`src/rtl/logic_circuit.sv`:
```
// Registered one-bit carry/sum cell for carry-lookahead slices.
// Carry-out uses the externally supplied generate/propagate terms as-is; a separate
// flag reports when those terms disagree with the operand bits. A saturating counter
// tracks how many samples produced a carry-out.
module logic_circuit #(
  parameter int unsigned CNT_W = 8
) (
  input  logic             clk,
  input  logic             rst,
  input  logic             en,
  input  logic             A,
  input  logic             B,
  input  logic             C,
  input  logic             G,
  input  logic             P,
  output logic             X,
  output logic             Y,
  output logic             valid,
  output logic             pg_err,
  output logic [CNT_W-1:0] carry_cnt
);

  localparam logic [CNT_W-1:0] CntMax = {CNT_W{1'b1}};

  logic             x_n;
  logic             y_n;
  logic             err_n;
  logic             cnt_inc;

  logic             x_q;
  logic             y_q;
  logic             valid_q;
  logic             pg_err_q;
  logic [CNT_W-1:0] carry_cnt_q;
  logic [CNT_W-1:0] carry_cnt_d;

  // Next-state terms; G/P are trusted for X even when inconsistent with A/B.
  always_comb begin
    x_n         = G | (P & C);
    y_n         = A ^ B ^ C;
    err_n       = (G != (A & B)) | (P != (A | B));
    cnt_inc     = en & x_n & (carry_cnt_q != CntMax);
    carry_cnt_d = carry_cnt_q;
    if (cnt_inc) begin
      carry_cnt_d = carry_cnt_q + 1'b1;
    end
  end

  // Output registers: capture on enable, hold otherwise; valid pulses one cycle per sample.
  always_ff @(posedge clk or posedge rst) begin
    if (rst) begin
      x_q         <= 1'b0;
      y_q         <= 1'b0;
      valid_q     <= 1'b0;
      pg_err_q    <= 1'b0;
      carry_cnt_q <= '0;
    end else begin
      valid_q     <= en;
      carry_cnt_q <= carry_cnt_d;
      if (en) begin
        x_q      <= x_n;
        y_q      <= y_n;
        pg_err_q <= err_n;
      end
    end
  end

  assign X         = x_q;
  assign Y         = y_q;
  assign valid     = valid_q;
  assign pg_err    = pg_err_q;
  assign carry_cnt = carry_cnt_q;

endmodule

```
`config.mk`:
```
export PLATFORM = sky130hd
export DESIGN_NAME = logic_circuit
export DESIGN_NICKNAME = d
export VERILOG_FILES = /design/src/rtl/logic_circuit.sv
export SDC_FILE = /design/constraint.sdc
export NUM_CORES = 1
export LEC_CHECK = 0
export CAP_MARGIN = 0
export CORE_UTILIZATION = 25
export DETAILED_ROUTE_END_ITERATION = 6
export GPL_TIMING_DRIVEN = 0
export MAX_ROUTING_LAYER = met4
export SYNTH_ARGS = -nofsm -noshare
export SYNTH_HDL_FRONTEND = slang
export SYNTH_SLANG_ARGS = --single-unit
```
`constraint.sdc`:
```
create_clock -name clk -period 1.9 [get_ports clk]
set_input_delay 0.38 -clock clk [delete_from_list [all_inputs] [get_ports clk]]
set_output_delay 0.38 -clock clk [all_outputs]
set_load 0.01 [all_outputs]
```
* After elaboration in Yosys (flattened, before gate mapping) *
Cells that the tools add are included.

storage, ports and cells
  register bits after elaboration = 12
  output and inout port bits = 12
  logic and storage cells = 18

cells by class
  add/sub/neg operators = 1
  eq/ne operators = 3
  bitwise gates (word level) = 9

operator list
  kind                                                            number
  8-bit by 1-bit adder with 8-bit output (second input constant)  1
  8-bit inequality test (second input constant)                   1
  1-bit bitwise AND                                               4
  1-bit OR                                                        3
  1-bit inequality test                                           2
  1-bit bitwise XOR                                               2

* Logic depth before layout (Yosys ltp) *
  depth after elaboration = 4
  mapped depth = 5
  depth with buffers taken out = 5

* Worst setup path before layout *
No wires, ideal clock.

  path kind = flip-flop to flip-flop
  from = reg carry_cnt_q[0], in the netlist carry_cnt[0]
  to = reg carry_cnt_q[6], in the netlist carry_cnt[6]
  library setup time = 0.125 ns
  data arrival time = 1.253 ns
  required time = 1.775 ns
  slack = 0.522 ns
  cell stages (with the launch flop) = 5
  period minus slack after synthesis = 1.378 ns
  path through = dfrtp_1 ha_1 and3_1 nand4_2 mux2_4

between the ends
  longest elaborated chain between the ends = 2

ends and longest elaborated chain
  item                                                                                            line  source
  start, declared                                                                                 34    logic [CNT_W-1:0] carry_cnt_q;
  start signal, assigned                                                                          59    carry_cnt_q <= carry_cnt_d;
  parallel branches: the longest is 2 deep, another holds 8-bit by 1-bit adder with 8-bit output  n/a

Several ways; the timed one is not identified.
A chain may end at the register's enable or synchronous reset.

* Final worst setup path *
  from = reg carry_cnt_q[4], in the netlist carry_cnt[4]
  to = out carry_cnt[4]

RTL lines
  item           line  source
  end, declared  20    output logic [CNT_W-1:0] carry_cnt

No word-level cell between the ends.

==> summary.txt <==
Run status
  – Outcome: finished clean

Floorplan
  – Core ar.: 0.00230 mm²
  – Num rows: 17
  – I/O pin count: 20
  – Die Wd: 52.1 µm
  – Die Ht: 52.1 µm
  – Die ar.: 0.00272 mm²
  – Initial Utilization: 27.3%

Cells and area
  – Fin area: 890 µm²
  – Share of layout cells above drive strength 1: 17.7%
  – Core Util, Final: 38.7%
  – Final #Nets: 91
  – Area Overhead vs Synth: 41.6%
  – Antenna diodes: 0

Synthesis
  – Area contributors post-synth: dfrtp_1 48%, ha_1 6.0%, xnor2_1 5.6%
  – Synth unique cells: 26
  – Sequential-to-total area share from yosys stat: 47.8%
  – Mapped cell area: 628 µm²
  – Post-synth ARST share: 100%
  – Net Count, Synth: 67
  – Post-synth top cells: 12 x dfrtp_1, 5 x nand2_1, 4 x xnor2_1
  – Cell accounting for the most synthesized area: dfrtp_1
  – Most common flop cell mapped by yosys: dfrtp_1
  – Cells after Synth: 56
  – Most frequent cell after synthesis: dfrtp_1
  – Seq cells post-synth: 12
  – Yosys warning total: 0
  – Synthesized area per cell: 11.2 µm²
  – Synth top area share: 47.8%
  – Post-synth EDFFs: 0

Global routing
  – Vias in the first global route: 458
  – Initial antenna violation count: 0
  – Met3 Track Usage GR: 5.26%
  – Routing usage on met2: 16.7%
  – Most used routing layer: met2
  – Total gr overflow: 0
  – Pin count of the biggest net entering global routing: 13
  – GRT Overall Usage: 10.9%
  – First-pass GRT wire length: 2030 µm
  – Met1 Usage GRT: 12.9%

Route
  – Vias/cell: 4.37
  – First drt pass iteration count: 2
  – ANT nets after route: 0
  – Final WL: 1170 µm
  – Vias post-DR: 468
  – Drt drc: 0
  – 1st-iter DRT viols: 2
  – Avg WL per Cell: 11.0 µm

Clock network
  – Clock tree buffer depth: 2
  – CTS Root Cell: clkbuf_4
  – Clk sinks: 12
  – CTS tree: yes
  – Clk_lat worst skew: 270 ps
  – Clock slew at the register clock pins of the worst setup and hold paths: 80 ps
  – Post-CTS sizing: 0
  – Inserted Clock Buffers: 3
  – Hold Buf Count CTS: 0
  – Setup Fix Bufs, Post-CTS: 0
  – H-tree depth: 1

Setup path
  – Critical Path RT: 1520 ps
  – Crit Path Category: register to output port
  – CP bufs+invs: 1
  – Largest stage delay on the critical path: 580 ps
  – Crit. End Element: output port
  – CP Launch Type: register
  – Critical path peak fanout: 7
  – Slowest-stage cell, CP: clkdlybuf4s50_1
  – Worst path cell trace: clkdlybuf4s50_1
  – WP data arrival: 1320 ps
  – Worst reg2reg setup slack: 470 ps
  – CP delay by family, top: buffers and inverters

Min path
  – Hold WC Path Type: input pin to asynchronous set/reset pin

Timing
  – Final hold slack: 406 ps
  – Unrepaired setup endpoints after global routing: false
  – Clk_skew: 5.49 ps
  – Final setup TNS: 0 ps
  – Final worst-path cycle share: 89.7%
  – Min Tclk post-route: 1700 ps
  – Final hold viol count: 0
  – Fmax: 587 MHz
  – Worst-Margin Slew: 460 ps
  – Max Slew Vio Count: 0
  – Setup violators final: 0
  – Max_slew headroom: 69.3%

Placed design
  – Number of buffers added on ports: 19
  – Area after DPL: 853 µm²
  – Placer Congestion: 0.839
  – Dpl hpwl: 950 µm

Power and ir drop
  – Pwr Density: 1160 mW/mm²
  – Leak Pwr: 0.380 nW
  – Peak VDD IR: 0.569 mV

Run
  – Max Cap Viol: 0
## metrics by stage
step,instances,power (mW),setup WS (ps)
floorplan,56,0.626,522
global placement,103,0.830,7.54
detailed placement,103,0.841,14.9
CTS,107,1.05,204
global route,107,1.11,134
finish,107,1.03,197
## report_power, final
group | internal, mW | leakage, nW | switching, mW
registers | 0.330 | 0.144 | 0.106
logic | 0.241 | 0.215 | 0.151
clock network | 0.117 | 0.0210 | 0.0850
## final cells by class
type,count,area (µm²)
fill,250,1410
timing repair buffer,19,190
tap,28,35.0
clock buffer,4,36.3
sequential,12,300
multi-input combinational,40,313
inverter,4,15.0
## placed cells by master, fill, tap and decap left out
cell and n:
and3_1 1, nor2_4 1, a21o_1 1, inv_1 3, mux2_4 2, nand2_1 5, nor2_1 3, mux2_1 1
nand4_1 3, xnor2_1 4, a21oi_1 2, nand3_1 1, clkbuf_8 1, nand2b_1 1, inv_2 1, clkdlybuf4s50_1 19
dfrtp_1 12, xor2_1 1, o21ai_2 1, nand4_2 1, nor3_2 1, ha_1 3, nand3_2 1, mux2_2 1
clkbuf_4 3, o21a_1 2, a31oi_1 2, or2_1 1, a21oi_2 1
## layer usage
metal | up-vias | share of wire, %
met5 | - | 0
met1 | 215 | 46
met2 | 12 | 45
met3 | 2 | 7.0
li1 | 239 | -
met4 | 0 | 1.4
## path summary, 6_finish.rpt
path                              start            to  depth (start not counted)
setup / recovery           carry_cnt[4]  carry_cnt[4]                          1
hold / removal                      rst  carry_cnt[3]                          2
setup reg to reg           carry_cnt[0]  carry_cnt[6]                          4
hold reg to reg                       X             X                          1
max in group asynchronous           rst  carry_cnt[1]                          2
min in group clk                      X             X                          1
## kinds of logic (layout without fill, tap and decap cells)
kind of cell	count (synthesis)	after routing	synth area share (%)
and+or+nand+nor	19	19	18.5
DFF	12	12	47.8
AOI/OAI and AO/OA	9	9	9.96
xor gates and xnor gates	5	5	6.97
muxes	4	4	8.37
buffers and inverters	4	27	2.39
adders and majority gates	3	3	5.98
## flip-flops by register name (all words and copies together), names as in the netlist
signal,flops
pg_err,1
carry_cnt,8
Y,1
valid,1
X,1
## worst register-to-register path, cell delays in order, from the launching register on
cell     delay (ps)
dfrtp_1         430
ha_1            260
and3_1          210
nand4_2         120
mux2_4          310
(Power assumes the default switching activity.)
